==> config.mk <==
export PLATFORM = sky130hd
export DESIGN_NAME = ps2_key_decoder
export DESIGN_NICKNAME = d
export VERILOG_FILES = /design/src/rtl/ps2_key_decoder.sv
export SDC_FILE = /design/constraint.sdc
export NUM_CORES = 1
export LEC_CHECK = 0
export BUFFER_PORTS_ARGS = -buffer_cell sky130_fd_sc_hd__buf_2
export CORE_AREA = 5 5 111 113
export DETAILED_ROUTE_END_ITERATION = 8
export DIE_AREA = 0 0 116 118
export PLACE_DENSITY = 0.66
export SLEW_MARGIN = 10
export SYNTH_ARGS = -nofsm -noshare
export SYNTH_HDL_FRONTEND = slang
export SYNTH_SLANG_ARGS = --single-unit
==> constraint.sdc <==
create_clock -name clock -period 4 [get_ports clock]
set_clock_uncertainty 0.05 [all_clocks]
set_input_delay 0 -clock clock [delete_from_list [all_inputs] [get_ports clock]]
set_output_delay 0 -clock clock [all_outputs]
set_load 0.05 [all_outputs]
==> src/rtl/ps2_key_decoder.sv <==
// PS/2 scan-code decoder: E0/F0 prefix FSM -> {ext,break,code} events in a FWFT FIFO, plus arrow-key hold state.
// Latency: an event is visible on evt_valid the cycle after the final scan-code strobe; arrows_held updates on the same edge.
// Backpressure: evt_valid/evt_ready handshake; pushes into a full FIFO without a pop are dropped and set sticky fifo_overflow.
// Optional build macro PS2DEC_TYPEMATIC_FILTER_EN suppresses auto-repeat makes that match the last pushed make.
module ps2_key_decoder #(
    parameter int FIFO_DEPTH = 8
) (
    input  logic       clock,
    input  logic       resetn,
    input  logic [7:0] ps2_key_data,
    input  logic       ps2_key_pressed,
    output logic       evt_valid,
    input  logic       evt_ready,
    output logic [7:0] evt_code,
    output logic       evt_break,
    output logic       evt_ext,
    output logic [3:0] arrows_held,
    output logic [4:0] fifo_count,
    output logic       fifo_overflow
);
    localparam int         PW      = $clog2(FIFO_DEPTH);
    localparam logic [4:0] DEPTH_C = 5'(FIFO_DEPTH);

    typedef enum logic [1:0] {IDLE, GOT_E0, GOT_F0, GOT_E0F0} state_t;

    typedef struct packed {
        logic       ext;
        logic       brk;
        logic [7:0] code;
    } evt_t;

    state_t          state_q, state_d;
    evt_t            mem_q [FIFO_DEPTH];
    logic [PW-1:0]   wr_ptr_q, rd_ptr_q;
    logic [4:0]      count_q, count_d;
    logic            overflow_q, overflow_d;
    logic [3:0]      arrows_q, arrows_d;

    logic            emit, emit_ext, emit_brk;
    logic            is_e0, is_f0;
    logic [3:0]      arrow_sel;
    logic            push_req, push_ok, pop, full;
    evt_t            push_dat;

    assign is_e0    = (ps2_key_data == 8'hE0);
    assign is_f0    = (ps2_key_data == 8'hF0);
    assign push_dat = '{ext: emit_ext, brk: emit_brk, code: ps2_key_data};

    // Prefix FSM: next state and the event emitted by this strobe
    always_comb begin
        state_d  = state_q;
        emit     = 1'b0;
        emit_ext = 1'b0;
        emit_brk = 1'b0;
        if (ps2_key_pressed) begin
            unique case (state_q)
                IDLE: begin
                    if (is_e0)      state_d = GOT_E0;
                    else if (is_f0) state_d = GOT_F0;
                    else            emit = 1'b1;
                end
                GOT_E0: begin
                    if (is_f0)      state_d = GOT_E0F0;
                    else if (is_e0) state_d = GOT_E0;
                    else begin
                        emit     = 1'b1;
                        emit_ext = 1'b1;
                        state_d  = IDLE;
                    end
                end
                GOT_F0, GOT_E0F0: begin
                    // A prefix byte after F0 is a protocol error: drop the whole sequence.
                    state_d = IDLE;
                    if (!is_e0 && !is_f0) begin
                        emit     = 1'b1;
                        emit_brk = 1'b1;
                        emit_ext = (state_q == GOT_E0F0);
                    end
                end
                default: state_d = IDLE;
            endcase
        end
    end

    // Arrow map {up,down,left,right}; only extended codes touch the held mask
    always_comb begin
        arrow_sel = 4'b0000;
        unique case (ps2_key_data)
            8'h75:   arrow_sel = 4'b1000;
            8'h72:   arrow_sel = 4'b0100;
            8'h6B:   arrow_sel = 4'b0010;
            8'h74:   arrow_sel = 4'b0001;
            default: arrow_sel = 4'b0000;
        endcase
        arrows_d = arrows_q;
        if (emit && emit_ext) begin
            if (emit_brk) arrows_d = arrows_q & ~arrow_sel;
            else          arrows_d = arrows_q | arrow_sel;
        end
    end

`ifdef PS2DEC_TYPEMATIC_FILTER_EN
    logic [8:0] rec_q, rec_d;
    logic       rec_vld_q, rec_vld_d;
    logic       rec_hit;

    assign rec_hit  = rec_vld_q && (rec_q == {emit_ext, ps2_key_data});
    assign push_req = emit && !(rec_hit && !emit_brk);

    // Track the last make that actually entered the FIFO; its matching break re-arms it
    always_comb begin
        rec_d     = rec_q;
        rec_vld_d = rec_vld_q;
        if (push_ok && !emit_brk) begin
            rec_d     = {emit_ext, ps2_key_data};
            rec_vld_d = 1'b1;
        end else if (emit && emit_brk && rec_hit) begin
            rec_vld_d = 1'b0;
        end
    end

    // Filter record registers
    always_ff @(posedge clock or negedge resetn) begin
        if (!resetn) begin
            rec_q     <= '0;
            rec_vld_q <= 1'b0;
        end else begin
            rec_q     <= rec_d;
            rec_vld_q <= rec_vld_d;
        end
    end
`else
    assign push_req = emit;
`endif

    assign full    = (count_q == DEPTH_C);
    assign pop     = (count_q != 5'd0) && evt_ready;
    assign push_ok = push_req && (!full || pop);

    // Occupancy and sticky overflow; a pop frees the slot for a same-cycle push even when full
    always_comb begin
        count_d = count_q;
        unique case ({push_ok, pop})
            2'b10:   count_d = count_q + 5'd1;
            2'b01:   count_d = count_q - 5'd1;
            default: count_d = count_q;
        endcase
        overflow_d = overflow_q | (push_req && full && !pop);
    end

    // State, FIFO storage/pointers and held-arrow registers
    always_ff @(posedge clock or negedge resetn) begin
        if (!resetn) begin
            state_q    <= IDLE;
            wr_ptr_q   <= '0;
            rd_ptr_q   <= '0;
            count_q    <= '0;
            overflow_q <= 1'b0;
            arrows_q   <= '0;
            for (int i = 0; i < FIFO_DEPTH; i++) mem_q[i] <= '0;
        end else begin
            state_q    <= state_d;
            count_q    <= count_d;
            overflow_q <= overflow_d;
            arrows_q   <= arrows_d;
            if (push_ok) begin
                mem_q[wr_ptr_q] <= push_dat;
                wr_ptr_q        <= wr_ptr_q + PW'(1);
            end
            if (pop) rd_ptr_q <= rd_ptr_q + PW'(1);
        end
    end

    assign evt_valid     = (count_q != 5'd0);
    assign evt_code      = mem_q[rd_ptr_q].code;
    assign evt_break     = mem_q[rd_ptr_q].brk;
    assign evt_ext       = mem_q[rd_ptr_q].ext;
    assign arrows_held   = arrows_q;
    assign fifo_count    = count_q;
    assign fifo_overflow = overflow_q;
endmodule

### After elaboration in Yosys (flattened, before gate mapping)

Cells that the tools add are included.

| operators by class | value |
|---|---|
| add/subtract/negate cells | 4 |
| magnitude comparators | 3 |
| equal/unequal tests | 13 |
| muxes and demuxes | 26 |
| bitwise logic cells | 6 |
| reduce and logical (&&, ||, !) cells | 17 |

Operator list:

| kind | count |
|---|---|
| $bwmux W80 | 1 |
| $eq A8 B7 Y1 const B | 4 |
| $bmux W10 S3 | 1 |
| $demux W10 S3 | 1 |
| $mux W10 | 3 |
| $eq A8 B8 Y1 const B | 2 |
| $pmux W4 S4 | 1 |
| $mux W1 | 11 |
| $pmux W5 S2 | 1 |
| $ge A4 B4 Y1 const B | 2 |
| $not A3 Y4 | 2 |
| $logic_and A1 B1 Y1 | 7 |
| $add A3 B1 Y3 const B | 2 |
| $eq A2 B2 Y1 const B | 3 |
| $mux W2 | 3 |
| $pmux W2 S3 | 1 |
| $add A5 B1 Y5 const B | 1 |
| $eq A5 B4 Y1 const B | 1 |
| $reduce_bool A5 Y1 | 1 |
| $sub A5 B1 Y5 const B | 1 |
| $and A4 B4 Y4 | 1 |
| $eq A2 B1 Y1 const B | 2 |
| $logic_not A1 Y1 | 4 |
| $lt A4 B1 Y1 const B | 1 |
| other kinds (12) | 12 |

| storage, ports and cells | value |
|---|---|
| register bits | 98 |
| word-level logic and storage cells | 99 |

### Depth between registers and ports, before layout

Gate-level depths: netlist (run 1).

| depth | value |
|---|---|
| word-level depth | 9 |
| depth in mapped cells | 12 |
| mapped depth without buffers | 10 |

### Least setup slack after synthesis (run 1)

OpenSTA, ideal clock, no wires.

| timing path | value |
|---|---|
| kind | reg-to-reg |
| start | reg count_q[1], in the netlist fifo_count[1] |
| end | reg count_q[4], in the netlist fifo_count[4] |
| data arrival time | 3.329 ns |
| data required time | 3.868 ns |
| slack | 0.539 ns |
| stages on the path, launching flop included | 13 |
| clock period less this slack | 3.461 ns |
| path through | dfrtp_1 -> buf_6 -> or4_4 -> o32a_1 -> buf_6 -> nand2_1 -> ha_1 -> xor2_1 -> ha_1 -> a21oi_1 -> or3b_2 -> a31oi_1 -> xor2_1 |

| between the ends | value |
|---|---|
| cells in the longest elaborated chain, start to end | 6 |
| elaborated cells on any way between the ends | 12 |
| those cells by class | add/sub: 2; eq/ne: 3; mux: 1; reduce/logical: 6 |

RTL lines:

| item | line | RTL |
|---|---|---|
| start, declared | 35 | `logic [4:0] count_q, count_d;` |
| start signal, assigned | 163 | `count_q <= count_d;` |
| $eq A5 B4 Y1 / $reduce_bool A5 Y1 (equally long branches) | 136, 137 |  |
| $logic_not A1 Y1 / $logic_and A1 B1 Y1 (equally long branches) | 138, 137 |  |
| $logic_or A1 B1 Y1 | 138 | `assign push_ok = push_req && (!full \|\| pop);` |
| $logic_and A1 B1 Y1 | 138 |  |
| $eq A2 B1 Y1 / $eq A2 B2 Y1 (equally long branches) | 143 | `unique case ({push_ok, pop})` |
| $pmux W5 S2 / $reduce_bool A2 Y1 (equally long branches) | -- |  |

Parallel ways exist; a longest one is shown, timed or not.
A chain may end at the register's enable or synchronous reset.

### Final worst setup path (run 1)

Same ends and word-level chain as after synthesis.

==> impl_summary.txt, run 1 <==
----------------------------------------------------
[Synth]
  Number of distinct library cells after synthesis ... 47
  Area contributors post-synth ... sky130_fd_sc_hd__dfrtp_1 (51%), sky130_fd_sc_hd__mux2_2 (15%), sky130_fd_sc_hd__mux2_4 (9.4%), sky130_fd_sc_hd__mux4_2 (9.4%), sky130_fd_sc_hd__ha_1 (1.3%)
  Most frequent cells after synthesis ... sky130_fd_sc_hd__dfrtp_1 (98), sky130_fd_sc_hd__mux2_2 (63), sky130_fd_sc_hd__mux2_4 (30)
  Share of the synthesized area in compound gates (AO/OA/AOI/OAI) ... 2.841%
  Library cell with the highest instance count after synthesis ... sky130_fd_sc_hd__dfrtp_1
  Cell taking the most area after synthesis ... sky130_fd_sc_hd__dfrtp_1
  Largest family of logic cells by synthesized area ... multiplexers
  Sequential cell area fraction in the yosys report ... 51.08%
  Syn Nets ... 336
  EDFF count, synth ... 0
  Post-synthesis share of cell area spent on xor and xnor gates ... 1.824%
  Synth Register Bits ... 98
  Fraction of the mapped netlist area in adder cells ... 1.303%
  Proportion of netlist area held by the largest area contributor ... 51.08%
  Post-synthesis share of cell area spent on and, or, nand and nor gates ... 5.473%
  Warning count from the yosys run ... 0
  Synth Area per Inst ... 15.05 µm²
  Count of mapped cells out of synthesis ... 319
  Dominant register cell in the synthesized netlist ... sky130_fd_sc_hd__dfrtp_1
  Share of cell area taken by muxes after synthesis ... 34.17%
  Async S/R FF share, synth ... 100.0%
  Cell area after synthesis ... 4801 µm²

[Floorplanning]
  Die height ... 118 µm
  CORE AREA ... 11220 µm²
  # IOs ... 33
  Chip Width ... 116 µm
  Die outline area ... 13690 µm²
  Initial core utilization ... 42.78%
  # rows ... 39

[Critical path]
  Critical-path top delay cell ... sky130_fd_sc_hd__or4_4
  Dominant delay contributor by cell family on the critical path ... simple AND/OR/NAND/NOR gates
  Crit Path Category ... flip-flop to flip-flop
  Sequence of cells on the critical path ... or4_4 -> o32a_1 -> nand2_1 -> ha_1 -> xor2_1 -> ha_1 -> a21oi_1 -> or3b_2 -> a31oi_1 -> xor2_1
  Type of element launching the critical path ... flip-flop
  Peak per-stage delay on the critical path ... 0.57 ns
  Required time at the endpoint of the critical path ... 4.22 ns
  Crit path max fanout ... 9
  WP buf/inv ... 0
  Crit end category ... flip-flop
  Critical path data arrival time ... 3.60 ns

[Global route]
  Antenna violations before repair ... 0
  Maximum number of pins on one net before global-route repair ... 61
  Aggregate global-route resource usage ... 14.97%
  Remaining Overflow, GRT ... 0
  Via count of the first global-routing pass ... 2841
  Wire length of the first global-routing pass ... 15610 µm

[Timing]
  Total negative setup slack ... 0 ns
  Worst slew slack as a fraction of its limit ... 27.40%
  Actual slew at the worst max-slew pin ... 1.089 ns
  Slew Limit Fails ... 0
  Final setup viols ... 0
  Max Fclk ... 295.3 MHz
  Period Utilization, post-route ... 84.65%
  Hold Violations, Final ... 0
  RSZ-0062 raised after global routing ... no
  Final critical path time including I/O delays and setup ... 3.386 ns

[Detailed routing]
  TritonRoute pass-1 iters ... 4
  Number of vias per cell ... 5.433
  Number of antenna-violating nets in the routed design ... 0
  Wirelength, routed ... 9554 µm
  Drt drc ... 0
  Total number of vias ... 2673
  WL per Instance ... 19.42 µm
  Violation count after the first detailed-route iteration ... 181

[Outcome]
  Status ... finished, final reports clean

[Cells and area]
  Layout area overhead ... 11.68%
  End-of-flow core utilization ... 47.77%
  Fraction of layout cells with a size suffix above 1 ... 48.42%
  Count of nets after finishing ... 362
  Number of antenna cells inserted ... 0

[Clocking]
  CTS root buf ... sky130_fd_sc_hd__clkbuf_16
  Count of instances resized after the clock tree is built ... 0
  Depth of the CTS H-tree ... 3
  Clock latency on the worst-skew pair ... 0.34 ns
  Number of CTS-inserted buffers ... 9
  Num Clock Sinks ... 98
  Clock tree from TritonCTS ... yes
  CTS max path bufs ... 2
  Clk pin slew, worst setup/hold paths ... 0.07 ns

[Placed design]
  # port buffers ... 32
  Routability cong. ... 0.7993
  Total half-perimeter wirelength after legalization and detailed placement ... 6103 µm

[Hold path]
  Worst Hold Class ... input pin to flip-flop

[Power and ir drop]
  Maximum vdd ir drop ... 0.4922 mV
  Areal power density over the cells ... 858.2 nW/µm²
  P_leak ... 0.002359 µW

[Run]
  Max_cap viols ... 0

----------------------------------------------------
final timing paths:
| path | start | to | slack (ns) | cells past startpoint |
|---|---|---|---|---|
| setup / recovery | fifo_count[1] | fifo_count[4] | 0.61 | 10 |
| hold / removal | ps2_key_data[6] | mem_q[56] | 0.01 | 2 |
| setup reg to reg | fifo_count[1] | fifo_count[4] | 0.61 | 10 |
| hold reg to reg | fifo_overflow | fifo_overflow | 0.43 | 1 |
| max in group asynchronous | resetn | rd_ptr_q[1] | 2.68 | 3 |
| min in group asynchronous | resetn | mem_q[30] | 0.22 | 2 |
final cells by class:
cell class                 count  area [µm²]
tap                          143       178.9
clock buffer                  12       256.5
multi-input combinational    191        2196
fill                        1000        5862
timing repair buffer          40       235.2
sequential                    98        2452
inverter                       5       18.77
clock inverter                 3       23.77
registers in the layout, summed over array words and instances (netlist names), named ones only:
signal	cells
mem_q	80
fifo_count	5
rd_ptr_q	3
wr_ptr_q	3
state_q	2
fifo_overflow	1
timing repair:
action	4_1_cts	5_1_grt
endpoints found under the setup margin	0	0
buffers inserted	0	0
endpoints found under the hold margin	71	0
hold buffers	5	0
kinds of logic after synthesis:
family	count (synthesis)
flip-flops	98
AND/OR/NAND/NOR	41
adder cells (fa/ha/maj)	5
XOR/XNOR	10
AO/OA/AOI/OAI	19
buffers and inverters	30
multiplexers	116
routing by layer:
layer	vias to the layer above	global-route usage, %	routed length [µm]	share of wire (%)
met1	1385	21.91	4639	49
met4	0	4.641	157	1.6
met5	-	0	0	0
li1	1226	-	-	-
met3	15	3.702	418	4.4
met2	47	21.91	4338	45
metrics by stage:
stage / power, µW / instances / setup WS (ns) / instance area (µm²) / hold slack [ns]
finish: 4601 / 492 / 0.6139 / 5361 / 0.01106
detailed placement: 3825 / 472 / 0.6354 / 5031 / 0.06915
global route: 4862 / 492 / 0.4105 / 5361 / 0.01375
floorplan: 3418 / 319 / 0.5393 / 4801 / -0.3456
CTS: 4660 / 492 / 0.6280 / 5361 / 0.004999
global placement: 3775 / 472 / 0.7335 / 5031 / 0.05699
power breakdown:
| part | switching (µW) | internal [µW] | total [µW] |
|---|---|---|---|
| clock network | 359 | 455 | 813 |
| registers | 341 | 1410 | 1750 |
| logic | 1010 | 1030 | 2030 |
placed cells by master (no fill, tap or decap), types with 3 or more instances in the layout:
| cell | netlist | final |
|---|---|---|
| sky130_fd_sc_hd__nand3_1 | 6 | 6 |
| sky130_fd_sc_hd__buf_4 | 2 | 4 |
| sky130_fd_sc_hd__nand2_1 | 4 | 4 |
| sky130_fd_sc_hd__xor2_1 | 4 | 4 |
| sky130_fd_sc_hd__ha_1 | 5 | 5 |
| sky130_fd_sc_hd__inv_1 | 5 | 5 |
| sky130_fd_sc_hd__dfrtp_1 | 98 | 98 |
| sky130_fd_sc_hd__o21ai_0 | 3 | 3 |
| sky130_fd_sc_hd__a21oi_1 | 3 | 3 |
| sky130_fd_sc_hd__mux2_2 | 63 | 63 |
| sky130_fd_sc_hd__mux2i_1 | 3 | 3 |
| sky130_fd_sc_hd__xnor2_1 | 6 | 6 |
| sky130_fd_sc_hd__buf_2 | 1 | 31 |
| sky130_fd_sc_hd__nor2_1 | 7 | 7 |
| sky130_fd_sc_hd__clkbuf_16 | 0 | 9 |
| sky130_fd_sc_hd__mux2_4 | 30 | 30 |
| sky130_fd_sc_hd__dlygate4sd3_1 | 0 | 5 |
| sky130_fd_sc_hd__mux4_2 | 20 | 20 |
| sky130_fd_sc_hd__nor3_1 | 3 | 3 |
(Power assumes the default switching activity.)
==> inputs of run 2 (changes only) <==
--- a/config.mk
+++ b/config.mk
@@ -5,10 +5,11 @@
 export SDC_FILE = /design/constraint.sdc
 export NUM_CORES = 1
 export LEC_CHECK = 0
+export ABC_AREA = 1
 export BUFFER_PORTS_ARGS = -buffer_cell sky130_fd_sc_hd__buf_2
-export CORE_AREA = 5 5 111 113
+export CORE_AREA = 5 5 117 119
 export DETAILED_ROUTE_END_ITERATION = 8
-export DIE_AREA = 0 0 116 118
+export DIE_AREA = 0 0 122 124
 export PLACE_DENSITY = 0.66
 export SLEW_MARGIN = 10
 export SYNTH_ARGS = -nofsm -noshare
==> constraint.sdc (replaced) <==
create_clock -name clock -period 3.55 [get_ports clock]
set_clock_uncertainty 0.05 [all_clocks]
set_input_delay 0 -clock clock [delete_from_list [all_inputs] [get_ports clock]]
set_output_delay 0 -clock clock [all_outputs]
set_load 0.05 [all_outputs]
==> run 2 against run 1 <==
Compared with the run above:
- utilization down 0.094 points
- combinational power up 21%
- synthesized area up 12%
- largest power group unchanged
- global-route usage up 4.3 points
- worst hold slack better by 0.0074 ns
- clock-buffer cell count up 2
- clock power up 8.0%
- largest cell class is now multi-input combinational cells
- critical path type is now flip-flop to output port
- sequential power up 7%
- register-to-register slack better by 0.57 ns
==> impl_summary.txt, run 2 <==
----------------------------------------------------
[Outcome]
  Status ... finished, final reports clean

[Clocking]
  Clock latency on the worst-skew pair ... 0.34 ns
  Hold buffers post-CTS ... 9
  Number of CTS-inserted buffers ... 9
  Depth of the CTS H-tree ... 3
  Num Clock Sinks ... 98
  CTS max path bufs ... 2
  Count of instances resized after the clock tree is built ... 0
  CTS root buf ... sky130_fd_sc_hd__clkbuf_16
  Clock tree from TritonCTS ... yes
  Post CTS Setup Buffer Count ... 0
  Clk pin slew, worst setup/hold paths ... 0.06 ns

[Cells and area]
  Count of nets after finishing ... 694
  Largest register by flop count ... mem_q
  Most used cells in the layout excluding fill and tap cells ... sky130_fd_sc_hd__nand2_1 (246), sky130_fd_sc_hd__dfrtp_1 (98), sky130_fd_sc_hd__nand4_1 (89)
  Number of antenna cells inserted ... 0
  Final cell count without fillers ... 852
  Most frequent standard cell in the layout excluding fill and tap cells ... sky130_fd_sc_hd__nand2_1
  Fraction of layout cells with a size suffix above 1 ... 11.32%
  End-of-flow core utilization ... 47.68%
  Layout area overhead ... 10.29%
  Number of inserted filler cells in the final layout ... 1191
  Max FFs per register ... 80

[Hold path]
  Worst hold path stage count ... 3
  Worst Min Path Start ... ps2_key_data[2]
  WHS Endpoint ... mem_q[62]
  Worst Hold Class ... input pin to flip-flop

[Synth]
  Most frequent cells after synthesis ... sky130_fd_sc_hd__nand2_1 (246), sky130_fd_sc_hd__dfrtp_1 (98), sky130_fd_sc_hd__nand4_1 (89)
  Library cell with the highest instance count after synthesis ... sky130_fd_sc_hd__nand2_1
  Proportion of netlist area held by the largest area contributor ... 45.51%
  Async S/R FF share, synth ... 100.0%
  Number of distinct library cells after synthesis ... 29
  Sequential cell area fraction in the yosys report ... 45.51%
  Count of mapped cells out of synthesis ... 668
  EDFF count, synth ... 0
  Synth Register Bits ... 98
  Warning count from the yosys run ... 0
  Dominant register cell in the synthesized netlist ... sky130_fd_sc_hd__dfrtp_1
  Area contributors post-synth ... sky130_fd_sc_hd__dfrtp_1 (46%), sky130_fd_sc_hd__nand2_1 (17%), sky130_fd_sc_hd__nand4_1 (10%), sky130_fd_sc_hd__mux2i_1 (3.7%), sky130_fd_sc_hd__nor2_1 (3.0%)
  Synth Area per Inst ... 8.067 µm²
  Cell taking the most area after synthesis ... sky130_fd_sc_hd__dfrtp_1
  Syn Nets ... 685
  Cell area after synthesis ... 5389 µm²

[Detailed routing]
  Drt drc ... 0
  Number of vias per cell ... 5.491
  Number of antenna-violating nets in the routed design ... 0
  TritonRoute pass-1 iters ... 5
  Total number of vias ... 4678
  Detailed-routed wire length on met3 ... 700 µm
  Wirelength, routed ... 13630 µm
  Uppermost signal routing layer after detailed routing ... met4
  Routed metal-1 wire length ... 6452 µm
  Met2 routed WL ... 6179 µm
  WL per Instance ... 16.00 µm
  Violation count after the first detailed-route iteration ... 598

[Timing]
  Max Fclk ... 397.6 MHz
  Hold Violations, Final ... 0
  Slew Limit Fails ... 0
  Final critical path time including I/O delays and setup ... 2.515 ns
  Period Utilization, post-route ... 70.84%
  Final worst-path setup slack ... 1.035 ns
  Total negative setup slack ... 0 ns
  RSZ-0062 raised after global routing ... no
  Actual slew at the worst max-slew pin ... 1.048 ns
  Final setup viols ... 0
  Worst slew slack as a fraction of its limit ... 30.13%

[Power and ir drop]
  Int Power ... 2799 µW
  Switching component of the power ... 2396 µW
  P_leak ... 0.003062 µW
  Areal power density over the cells ... 874.2 nW/µm²
  Switching part of the total ... 46.12%
  Sequential group share of total power ... 35.9%
  Maximum vdd ir drop ... 0.4124 mV
  Combinational power share ... 47.2%
  Fraction of power consumed by the clock network ... 16.9%

[Critical path]
  Crit Path Category ... flip-flop to output port
  Endpoint of the lowest-slack register-to-register path ... fifo_count[4]
  Crit end category ... output port
  Reg2reg setup slack ... 1.18 ns
  Type of element launching the critical path ... flip-flop
  Reg2reg start ... fifo_count[1]
  Crit path max fanout ... 21
  Reg2Reg Depth ... 16
  Required time at the endpoint of the critical path ... 3.50 ns
  Critical path data arrival time ... 2.46 ns

[Floorplanning]
  # rows ... 41
  # IOs ... 33
  Chip Width ... 122 µm
  Die height ... 124 µm
  CORE AREA ... 12470 µm²
  Die outline area ... 15130 µm²
  Initial core utilization ... 43.23%

[Global route]
  Antenna violations before repair ... 0
  Via count of the first global-routing pass ... 4469
  Maximum number of pins on one net before global-route repair ... 93
  Wire length of the first global-routing pass ... 23180 µm
  Remaining Overflow, GRT ... 0
  Aggregate global-route resource usage ... 19.24%

[Placed design]
  # port buffers ... 32
  Pre-CTS worst setup slack ... 1.188 ns
  Placed Instances ... 829
  Total half-perimeter wirelength after legalization and detailed placement ... 8954 µm
  Routability cong. ... 0.8307

[Run]
  Max_cap viols ... 0

----------------------------------------------------
-- run 2: cell count changes after synthesis, sizes merged, moves of 20 or more --
cell	before	now
mux4	20	0
buf	10	30
nor2	7	47
nand4	0	97
o22ai	0	20
o21ai	3	26
inv	5	25
nand2	5	252
mux2	93	0
-- run 2: cell families after synthesis --
family	synth area share (%)
AO/OA/AOI/OAI	5.178
XOR/XNOR	0.9751
adder cells (fa/ha/maj)	1.161
buffers and inverters	6.942
flip-flops	45.51
multiplexers	3.715
AND/OR/NAND/NOR	36.52
-- run 2: cell type report --
| class | count | area [µm²] | share of cell area [%] |
|---|---|---|---|
| Timing Repair Buffer | 54 | 350.3 | 5.895 |
| Clock buffer | 14 | 254.0 | 4.274 |
| Multi-Input combinational cell | 489 | 2575 | 43.33 |
| Sequential cell | 98 | 2452 | 41.26 |
| Inverter | 25 | 96.34 | 1.621 |
| Tap cell | 172 | 215.2 | 3.621 |
-- run 2: power groups by stage --
stage	clock (µW)	sequential (µW)	combinational [µW]
finish	878	1870	2450
global route	949	1920	2710
CTS	898	1860	2460
detailed placement	0	1880	2440
global placement	0	1860	2420
floorplan	0	1880	1800
-- run 2: per-stage QoR --
step           power, µW  cell area [µm²]  hold slack (ns)
4_1_cts             5216             5943         0.007907
5_1_grt             5586             5943          0.02133
2_1_floorplan       3685             5389          -0.3456
3_5_place_dp        4318             5599           0.1483
3_3_place_gp        4280             5599           0.1484
6_report            5195             5943          0.01842
-- run 2: how the worst max path moves through the flow --
| stage | to | start |
|---|---|---|
| after global placement | fifo_count[4] | fifo_count[2] |
| final | evt_code[3] | rd_ptr_q[0] |
| after detailed placement | fifo_count[4] | fifo_count[1] |
| after CTS | evt_code[3] | rd_ptr_q[0] |
| after global routing | fifo_count[4] | ps2_key_data[0] |
| after floorplan | fifo_count[4] | fifo_count[1] |
-- run 2: worst max-delay path, cell delays in order, from the launching register on --
cell and delay [ns]:
sky130_fd_sc_hd__dfrtp_1 0.39, sky130_fd_sc_hd__buf_4 0.22, sky130_fd_sc_hd__inv_1 0.62, sky130_fd_sc_hd__nor2_1 0.09, sky130_fd_sc_hd__o22ai_1 0.28, sky130_fd_sc_hd__nand2_1 0.09
sky130_fd_sc_hd__nand2_1 0.12, sky130_fd_sc_hd__buf_2 0.28
-- run 2: layer usage --
layer	vias to the layer above	global-route usage [%]
li1	2267	-
met2	125	29.28
met4	0	7.143
met1	2264	27.51
met5	-	0
met3	22	3.406
